<file path="config.mk">
export PLATFORM = sky130hd
export DESIGN_NAME = pe_mac_tile
export DESIGN_NICKNAME = d
export VERILOG_FILES = /design/src/rtl/pe_mac_tile_pkg.sv /design/src/rtl/pe_res_buf.sv /design/src/rtl/pe_mac_tile.sv
export SDC_FILE = /design/constraint.sdc
export NUM_CORES = 2
export LEC_CHECK = 0
export BUFFER_PORTS_ARGS = -buffer_cell sky130_fd_sc_hd__clkbuf_2
export CORE_ASPECT_RATIO = 0.8
export CORE_MARGIN = 4
export CORE_UTILIZATION = 35
export DETAILED_ROUTE_END_ITERATION = 8
export GPL_ROUTABILITY_DRIVEN = 0
export SYNTH_ARGS = -nofsm -noshare
export SYNTH_HDL_FRONTEND = slang
export SYNTH_SLANG_ARGS = --single-unit
</file>
<file path="constraint.sdc">
create_clock -name clk -period 27.9 [get_ports clk]
set_input_delay 0 -clock clk [delete_from_list [all_inputs] [get_ports clk]]
set_output_delay 0 -clock clk [all_outputs]
set_load 0.05 [all_outputs]
</file>
<file path="src/rtl/pe_mac_tile_pkg.sv">
// Shared FP32 definitions and arithmetic cores for the systolic-array MAC tile.
// The multiplier/adder round to nearest-even, flush subnormals to zero and pass NaN/Inf through.
package pe_mac_tile_pkg;

  localparam int FP_W     = 32;
  localparam int FP_EXP_W = 8;
  localparam int FP_MAN_W = 23;

  localparam logic [FP_W-1:0] FP_ZERO = 32'h0000_0000;
  localparam logic [FP_W-1:0] FP_QNAN = 32'h7FC0_0000;

  typedef enum logic {
    RB_EMPTY = 1'b0,
    RB_FULL  = 1'b1
  } rb_state_e;

  function automatic logic [FP_EXP_W-1:0] fp_exp(input logic [FP_W-1:0] x);
    return x[FP_W-2 -: FP_EXP_W];
  endfunction

  function automatic logic [FP_MAN_W-1:0] fp_man(input logic [FP_W-1:0] x);
    return x[FP_MAN_W-1:0];
  endfunction

  function automatic logic fp_is_zero(input logic [FP_W-1:0] x);
    return x[FP_W-2:0] == 31'd0;
  endfunction

  function automatic logic fp_is_nan(input logic [FP_W-1:0] x);
    return (fp_exp(x) == 8'hFF) && (fp_man(x) != 23'd0);
  endfunction

  function automatic logic fp_is_inf(input logic [FP_W-1:0] x);
    return (fp_exp(x) == 8'hFF) && (fp_man(x) == 23'd0);
  endfunction

  // mant carries the hidden one in bit 23; g/st are the guard and sticky bits below it.
  function automatic logic [FP_W-1:0] fp_round(input logic s, input logic signed [9:0] e,
                                               input logic [23:0] mant, input logic g,
                                               input logic st);
    logic [24:0]       r;
    logic signed [9:0] er;
    r  = {1'b0, mant} + {24'd0, g & (st | mant[0])};
    er = e;
    if (r[24]) begin
      r  = {1'b0, r[24:1]};
      er = er + 10'sd1;
    end
    if (er >= 10'sd255) return {s, 8'hFF, 23'd0};
    if (er <= 10'sd0)   return {s, 31'd0};
    return {s, er[7:0], r[22:0]};
  endfunction

  function automatic logic [FP_W-1:0] fp_mul(input logic [FP_W-1:0] a, input logic [FP_W-1:0] b);
    logic              s;
    logic [47:0]       p;
    logic signed [9:0] e;
    s = a[31] ^ b[31];
    if (fp_is_nan(a)) return a;
    if (fp_is_nan(b)) return b;
    if (fp_is_inf(a) || fp_is_inf(b))
      return (fp_exp(a) == 8'd0 || fp_exp(b) == 8'd0) ? FP_QNAN : {s, 8'hFF, 23'd0};
    if (fp_exp(a) == 8'd0 || fp_exp(b) == 8'd0) return {s, 31'd0};
    p = {24'd0, 1'b1, fp_man(a)} * {24'd0, 1'b1, fp_man(b)};
    e = $signed({2'b00, fp_exp(a)}) + $signed({2'b00, fp_exp(b)}) - 10'sd127;
    if (p[47]) return fp_round(s, e + 10'sd1, p[47:24], p[23], |p[22:0]);
    return fp_round(s, e, p[46:23], p[22], |p[21:0]);
  endfunction

  function automatic logic [FP_W-1:0] fp_add(input logic [FP_W-1:0] a, input logic [FP_W-1:0] b);
    logic [FP_W-1:0]   x, y;
    logic [7:0]        d;
    logic [26:0]       mx, my;
    logic [27:0]       sm;
    logic signed [9:0] e;
    if (fp_is_nan(a)) return a;
    if (fp_is_nan(b)) return b;
    if (fp_is_inf(a) && fp_is_inf(b) && (a[31] != b[31])) return FP_QNAN;
    if (fp_is_inf(a)) return a;
    if (fp_is_inf(b)) return b;
    if (fp_exp(a) == 8'd0) return (fp_exp(b) == 8'd0) ? {a[31] & b[31], 31'd0} : b;
    if (fp_exp(b) == 8'd0) return a;
    if (a[30:0] >= b[30:0]) begin
      x = a; y = b;
    end else begin
      x = b; y = a;
    end
    d  = fp_exp(x) - fp_exp(y);
    mx = {1'b1, fp_man(x), 3'b000};
    my = {1'b1, fp_man(y), 3'b000};
    // Alignment keeps every shifted-out bit ORed into the sticky LSB.
    if (d >= 8'd27) my = 27'd1;
    else
      for (int i = 0; i < 27; i++)
        if (i < int'(d)) my = {1'b0, my[26:2], my[1] | my[0]};
    sm = (x[31] ^ y[31]) ? ({1'b0, mx} - {1'b0, my}) : ({1'b0, mx} + {1'b0, my});
    if (sm == 28'd0) return FP_ZERO;
    e = $signed({2'b00, fp_exp(x)});
    if (sm[27]) begin
      sm = {1'b0, sm[27:2], sm[1] | sm[0]};
      e  = e + 10'sd1;
    end else begin
      for (int i = 0; i < 26; i++)
        if (!sm[26]) begin
          sm = {sm[26:0], 1'b0};
          e  = e - 10'sd1;
        end
    end
    return fp_round(x[31], e, sm[26:3], sm[2], |sm[1:0]);
  endfunction

endpackage

</file>
<file path="src/rtl/pe_res_buf.sv">
// Result holding register with ready/valid, sticky overflow flag and an optional skid stage.
module pe_res_buf
  import pe_mac_tile_pkg::*;
#(
  parameter int PIPE_OUT = 0,
  parameter int CNT_W    = 16
) (
  input  logic             clk,
  input  logic             rst,
  input  logic             in_vld,
  input  logic [FP_W-1:0]  in_res,
  input  logic [CNT_W-1:0] in_cnt,
  output logic [FP_W-1:0]  res_o,
  output logic [CNT_W-1:0] res_cnt_o,
  output logic             res_vld_o,
  input  logic             res_rdy_i,
  output logic             ovf_o
);

  rb_state_e        state, state_nxt;
  logic [FP_W-1:0]  hold_res;
  logic [CNT_W-1:0] hold_cnt;
  logic             hold_take;
  logic             hold_load;
  logic             ovf_set;

  // NOTE: every signal written in always_comb gets a default first, so no path can infer a latch.
  always_comb begin
    state_nxt = state;
    hold_load = 1'b0;
    ovf_set   = 1'b0;
    case (state)
      RB_EMPTY: begin
        if (in_vld) begin
          state_nxt = RB_FULL;
          hold_load = 1'b1;
        end
      end
      RB_FULL: begin
        if (hold_take) begin
          hold_load = in_vld;
          state_nxt = in_vld ? RB_FULL : RB_EMPTY;
        end else if (in_vld) begin
          ovf_set = 1'b1;
        end
      end
      default: state_nxt = RB_EMPTY;
    endcase
  end

  // NOTE: sequential state uses non-blocking assignments so all registers update from pre-edge values.
  always_ff @(posedge clk) begin
    if (rst) begin
      state    <= RB_EMPTY;
      hold_res <= FP_ZERO;
      hold_cnt <= '0;
      ovf_o    <= 1'b0;
    end else begin
      state <= state_nxt;
      if (hold_load) begin
        hold_res <= in_res;
        hold_cnt <= in_cnt;
      end
      if (ovf_set) ovf_o <= 1'b1;
    end
  end

  generate
    if (PIPE_OUT != 0) begin : g_skid
      // The holding register becomes the skid entry behind the output register.
      logic             out_vld;
      logic [FP_W-1:0]  out_res;
      logic [CNT_W-1:0] out_cnt;
      logic             out_free;

      assign out_free  = ~out_vld | res_rdy_i;
      assign hold_take = out_free;

      always_ff @(posedge clk) begin
        if (rst) begin
          out_vld <= 1'b0;
          out_res <= FP_ZERO;
          out_cnt <= '0;
        end else if (out_free) begin
          out_vld <= (state == RB_FULL);
          if (state == RB_FULL) begin
            out_res <= hold_res;
            out_cnt <= hold_cnt;
          end
        end
      end

      assign res_o     = out_res;
      assign res_cnt_o = out_cnt;
      assign res_vld_o = out_vld;
    end else begin : g_direct
      assign hold_take = res_rdy_i;
      assign res_o     = hold_res;
      assign res_cnt_o = hold_cnt;
      assign res_vld_o = (state == RB_FULL);
    end
  endgenerate

endmodule

</file>
<file path="src/rtl/pe_mac_tile.sv">
// FP32 output-stationary systolic PE: forwards operands, multiplies valid pairs and
// accumulates per tile, restarting on the "last" product without a bubble.
module pe_mac_tile
  import pe_mac_tile_pkg::*;
#(
  parameter int PIPE_OUT  = 0,
  parameter int ZERO_SKIP = 1,
  parameter int CNT_W     = 16
) (
  input  logic             clk,
  input  logic             rst,
  input  logic [FP_W-1:0]  top_i,
  input  logic             top_vld_i,
  input  logic [FP_W-1:0]  left_i,
  input  logic             left_vld_i,
  input  logic             left_last_i,
  output logic [FP_W-1:0]  bottom_o,
  output logic             bottom_vld_o,
  output logic [FP_W-1:0]  right_o,
  output logic             right_vld_o,
  output logic             right_last_o,
  output logic [FP_W-1:0]  res_o,
  output logic [CNT_W-1:0] res_cnt_o,
  output logic             res_vld_o,
  input  logic             res_rdy_i,
  output logic             ovf_o
);

  logic [FP_W-1:0]  top_s1, left_s1;
  logic             top_vld_s1, left_vld_s1, last_s1;
  logic             mac_v;
  logic [FP_W-1:0]  prod_d, prod;
  logic             prod_vld, prod_last;
  logic [FP_W-1:0]  acc, sum;
  logic [CNT_W-1:0] cnt, cnt_inc;

  always_ff @(posedge clk) begin
    if (rst) begin
      top_s1      <= FP_ZERO;
      left_s1     <= FP_ZERO;
      top_vld_s1  <= 1'b0;
      left_vld_s1 <= 1'b0;
      last_s1     <= 1'b0;
    end else begin
      top_s1      <= top_i;
      left_s1     <= left_i;
      top_vld_s1  <= top_vld_i;
      left_vld_s1 <= left_vld_i;
      last_s1     <= left_last_i;
    end
  end

  assign bottom_o     = top_s1;
  assign bottom_vld_o = top_vld_s1;
  assign right_o      = left_s1;
  assign right_vld_o  = left_vld_s1;
  assign right_last_o = last_s1;

  assign mac_v = top_vld_s1 & left_vld_s1;

  always_comb begin
    prod_d = fp_mul(top_s1, left_s1);
    if ((ZERO_SKIP != 0) && (fp_is_zero(top_s1) || fp_is_zero(left_s1))) prod_d = FP_ZERO;
  end

  always_ff @(posedge clk) begin
    if (rst) begin
      prod      <= FP_ZERO;
      prod_vld  <= 1'b0;
      prod_last <= 1'b0;
    end else begin
      prod      <= prod_d;
      prod_vld  <= mac_v;
      prod_last <= mac_v & last_s1;
    end
  end

  always_comb begin
    sum = fp_add(acc, prod);
    if (ZERO_SKIP != 0) begin
      if (fp_is_zero(acc))       sum = prod;
      else if (fp_is_zero(prod)) sum = acc;
    end
    if (fp_is_zero(sum)) sum = FP_ZERO;
  end

  assign cnt_inc = (cnt == {CNT_W{1'b1}}) ? cnt : cnt + 1'b1;

  // A last product retires the sum to the result buffer and clears the accumulator in the same edge.
  always_ff @(posedge clk) begin
    if (rst) begin
      acc <= FP_ZERO;
      cnt <= '0;
    end else if (prod_vld) begin
      acc <= prod_last ? FP_ZERO : sum;
      cnt <= prod_last ? '0 : cnt_inc;
    end
  end

  pe_res_buf #(
    .PIPE_OUT (PIPE_OUT),
    .CNT_W    (CNT_W)
  ) u_res_buf (
    .clk       (clk),
    .rst       (rst),
    .in_vld    (prod_vld & prod_last),
    .in_res    (sum),
    .in_cnt    (cnt_inc),
    .res_o     (res_o),
    .res_cnt_o (res_cnt_o),
    .res_vld_o (res_vld_o),
    .res_rdy_i (res_rdy_i),
    .ovf_o     (ovf_o)
  );

endmodule

</file>
After elaboration in Yosys (flattened, before gate mapping):

Index checks and enable logic that the tools add are counted.

* flip-flop bits (word level): 199
* bits of input ports: 70

* $add $sub $neg: 39
* multiply operators: 1
* magnitude comparators: 35
* equal/unequal tests: 6
* muxes and demuxes: 959
* bitwise gates (word level): 40
* reduce and logical (&&, ||, !) cells: 35

Operators by type and width (count)
* 27-bit 2-to-1 mux: 503
* 10-bit 2-to-1 mux: 281
* 32-bit 2-to-1 mux: 66
* 10-bit by 2-bit subtractor with 10-bit output (second input constant): 25
* 31-bit zero test: 5
* 1-bit 2-to-1 mux: 101
* 23-bit zero test: 4
* 23-bit nonzero test: 4
* 5-bit by 8-bit < comparator with 1-bit output (first input constant): 11
* 24-bit by 1-bit adder with 25-bit output: 3
* 23-bit 2-to-1 mux: 3
* 4-bit by 8-bit < comparator with 1-bit output (first input constant): 8
* 24-bit by 24-bit multiplier with 48-bit output: 1
* 8-bit equality test (second input constant): 4
* 8-bit zero test: 4
* 3-bit by 8-bit < comparator with 1-bit output (first input constant): 4
* 16-bit 2-to-1 mux: 2
* 31-bit greater-or-equal comparator: 1
* 10-bit by 2-bit adder with 10-bit output (second input constant): 3
* 10-bit by 9-bit greater-or-equal comparator with 1-bit output (second input constant): 3
* 10-bit by 1-bit <= comparator with 1-bit output (second input constant): 3
* 1-bit bitwise OR: 30
* 27-bit by 27-bit adder with 28-bit output: 1
* 28-bit zero test: 1
* 22 further kinds: 44

Logic depth before layout (Yosys ltp):

* word-level depth: 641
* gate-level depth with buffers: 142

Modules after synthesis:

From an unflattened synthesis, not the netlist that was laid out.

* cells, all modules: 6964
* area total of the unflattened synthesis: 51466.9 um^2

Modules (own cells, without submodules)
* pe_mac_tile: instances 1, cells each 6748, area each 49228.5 um^2, seq. area each 2982.9 um^2
* pe_res_buf: instances 1, cells each 216, area each 2238.4 um^2, seq. area each 1001.0 um^2

Least setup slack after synthesis:

No wires, ideal clock.

* path type: reg-to-reg
* start: register prod[24]
* end: register acc[31]
* library setup time: 115 ps
* arrival: 26305 ps
* required time: 27785 ps
* setup slack: 1480 ps
* stages on the path, launching flop included: 139
* path buffers: 12
* cell sequence: dfxtp_1 > buf_2 > inv_1 > ha_1 > a21o_1 > a221oi_1 > o2bb2ai_1 > or2_1 > buf_6 > nor2_1 > buf_2 > buf_2 > buf_2 > buf_1 > buf_1 > nor2_1 > nor2_1 > ha_1 > [103 not listed] > ha_1 > nor2_1 > a22oi_1 > o31ai_1 > o2111ai_1 > or2_2 > a2111o_1 > a211o_1 > a211oi_1 > o211ai_1 > mux2i_4 > or4b_1 > buf_2 > o21ai_1 > or4_1 > or4_1 > nand4b_1 > a31o_1

RTL lines
* start: declaration: line pe_mac_tile.sv:32 `logic [FP_W-1:0] prod_d, prod;`
* start signal: assignment: line pe_mac_tile.sv:72 `prod <= prod_d;`
* end signal: assignment: line pe_mac_tile.sv:95 `acc <= prod_last ? FP_ZERO : sum;`
* end: declaration: line pe_mac_tile.sv:34 `logic [FP_W-1:0] acc, sum;`

==> results.json <==
{
  "status": "complete, but fails checks",
  "violations": "DRC, capacitance limit, slew limit",
  "io_pins": 187,
  "yosysWarnings": 0,
  "drtIter0Drc": 8069,
  "period_minus_slack_ns": 26.75,
  "fin_area_mm2": 0.05698,
  "whs_ns": 0.2266,
  "cp_slowest_stage_delay_ns": 0.71,
  "overflow": 0,
  "setup_viol": 0,
  "die_area_mm2": 0.1526,
  "syn-cell-area_mm2": 0.05122,
  "fin_skew_ns": 0.02550,
  "maxSlewHeadroom_pct": -3.063,
  "seqPwrFrac_pct": 4.5,
  "clock_path_buffers": 2,
  "vdd_drop_max_mv": 0.07680,
  "end_kind": "flop",
  "synth_area_per_cell_um2": 7.394,
  "nNetsFinal": 7940,
  "grt_usage_pct": 26.55,
  "synth.area.top_cells": "fa_1 (19%), dfxtp_1 (7.8%), ha_1 (7.3%)",
  "synth_flop_cell": "dfxtp_1",
  "wirelength_mm": 211.2,
  "synth_common_cells": "nand2_1 (850), inv_1 (643), nor2_1 (583)",
  "worstSetupPathType": "flop to flop",
  "cts.htree.levels": 4,
  "min_path_type": "primary input to flop",
  "io_buffers": 186,
  "layout-drive-gt1-share_pct": 11.44,
  "synth_largest_area_cell": "fa_1",
  "critPathLaunchType": "flop",
  "p_sw_w": 0.004630,
  "start_util_pct": 35.25,
  "viasPerCell": 6.221,
  "p_leak_nw": 24.26,
  "cts_root_buf": "clkbuf_16",
  "antenna_cells": 0,
  "rows": 125,
  "remaining_drc_errors": 53,
  "arrival_ns": 27.18,
  "fmax_mhz": 37.38,
  "die_h_um": 350.1,
  "maxCapViolations": 5,
  "crit_fanout": 21,
  "worst_slew_pin_slew_ns": 1.530,
  "hpwl_mm": 161.6,
  "core-area_mm2": 0.1453,
  "slew_violations": 12,
  "fin_crit_sh_pct": 95.89,
  "grt_pass1_wl_mm": 321.9,
  "die_w_um": 435.7,
  "area_growth_syn_to_layout_pct": 11.26,
  "p_clk_share_pct": 3.6,
  "cts_sinks": 199,
  "synth_top_area_share_pct": 18.92,
  "reg2reg_slack_ns": 1.15,
  "drt_pass1_iterations": 9,
  "yosysMostFrequentCell": "nand2_1",
  "required_ns": 28.33,
  "synth_seq_area_share_pct": 7.779,
  "via_count": 56016,
  "setup_tns_ns": 0,
  "clkLatencyLatePin_ns": 0.53,
  "path_clk_slew_ns": 0.09,
  "synth_seq_cells": 199,
  "synth.distinct_cells": 144,
  "cts_tree": "yes",
  "wl_per_cell_um": 23.45,
  "synthCells": 6927,
  "postPlaceCellArea_mm2": 0.05466,
  "p_sw_share_pct": 63.22,
  "synth_edf_count": 0,
  "power_density_mw_per_mm2": 128.5,
  "ys_async_sr_fraction_pct": 0,
  "ant_nets": 0,
  "cp_common_cell": "ha_1",
  "antenna_found_initial": 2,
  "hold_depth": 3,
  "hold_viol": 0,
  "critical_path.slowest_cell": "nor3_1",
  "combPwrFrac_pct": 91.9,
  "grt_pass1_vias": 52840,
  "grt_max_degree": 111,
  "numCtsBuffers": 17,
  "reg2reg_depth": 128,
  "syn_nets": 7780,
  "internal_power_w": 0.002694
}
timing repair:
action	in CTS	in global routing
pin swaps	0	38
hold buffers	69	0
endpoints found under the setup margin	18	64
buffers inserted	0	47
hold endpoints to repair	70	0
cloned	0	4
resized for setup	3	139
layer usage:
layer | wire (µm) | global-route usage, %
met5 | 13 | 0
met3 | 29530 | 9.240
met2 | 84650 | 37.89
met4 | 7532 | 8.246
met1 | 89460 | 37.31
cells by family after synthesis:
| logic type | after synthesis | synth area share [%] |
|---|---|---|
| flip-flops | 199 | 7.779 |
| multiplexers | 109 | 2.289 |
| AO/OA/AOI/OAI | 1737 | 23.12 |
| adder cells (fa/ha/maj) | 784 | 26.24 |
| XOR/XNOR | 321 | 6.237 |
| buffers and inverters | 1022 | 7.727 |
| AND/OR/NAND/NOR | 2755 | 26.60 |
state kept, by name, indices dropped and copies added (netlist names):
| signal | flops |
|---|---|
| acc | 32 |
| bottom_o | 32 |
| prod | 32 |
| right_o | 32 |
| u_res_buf.res_o | 32 |
| cnt | 16 |
| u_res_buf.res_cnt_o | 16 |
| bottom_vld_o | 1 |
| prod_last | 1 |
| prod_vld | 1 |
| right_last_o | 1 |
| right_vld_o | 1 |
| u_res_buf.ovf_o | 1 |
| u_res_buf.res_vld_o | 1 |
cell usage in the layout, fill, tap and decap left out, types with 97 or more instances in the layout:
master	instances
dfxtp_1	177
o21ai_0	326
nor2_1	573
xnor2_1	223
nor2b_1	99
a21oi_1	384
buf_4	250
and2_1	290
nand2_1	844
inv_1	643
nor3_1	189
nand3_1	198
nand4_1	97
fa_1	484
clkbuf_2	186
ha_1	291
layout make-up:
cell class,count,area (µm²)
tap,1905,2384
sequential,199,4014
multi-input combinational,5710,43970
inverter,648,2432
fill,14880,88310
clock buffer,17,425.4
timing repair buffer,511,3578
clock inverter,14,181.4
power groups by stage:
| stage | sequential, W | combinational, W | clock, W |
|---|---|---|---|
| after CTS | 0.000326 | 0.00626 | 0.000267 |
| final | 0.000328 | 0.00673 | 0.000262 |
| after detailed placement | 0.000333 | 0.00620 | 0 |
| after global placement | 0.000332 | 0.00617 | 0 |
| after global routing | 0.000330 | 0.00716 | 0.000276 |
| after floorplan | 0.000342 | 0.00449 | 0 |
path summary, 6_finish.rpt:
path	from	to
setup / recovery	prod[22]	u_res_buf.res_o[31]
hold / removal	left_i[23]	right_o[23]
setup reg to reg	prod[22]	u_res_buf.res_o[31]
hold reg to reg	u_res_buf.res_o[27]	u_res_buf.res_o[27]
through the flow:
| step | setup WS, ns | util, % | instances | total power [W] |
|---|---|---|---|---|
| 3_5_place_dp | -0.08692 | 37.62 | 8853 | 0.006537 |
| 6_report | 1.148 | 39.22 | 9004 | 0.007324 |
| 5_1_grt | -0.2410 | 39.22 | 9004 | 0.007762 |
| 3_3_place_gp | 0.2260 | 37.62 | 8853 | 0.006506 |
| 2_1_floorplan | 1.480 | - | 6927 | 0.004834 |
| 4_1_cts | 0.09207 | 38.53 | 8953 | 0.006854 |
worst max-delay path, delay by kind of cell, from the launching register on:
family / cells / cell delay [ns]
simple gates: 45 / 7.51
compound gates: 44 / 8.27
fa+ha+maj: 24 / 7.34
flops: 1 / 0.40
mux: 9 / 2.20
buf+inv: 6 / 0.89
(Power assumes the default switching activity.)
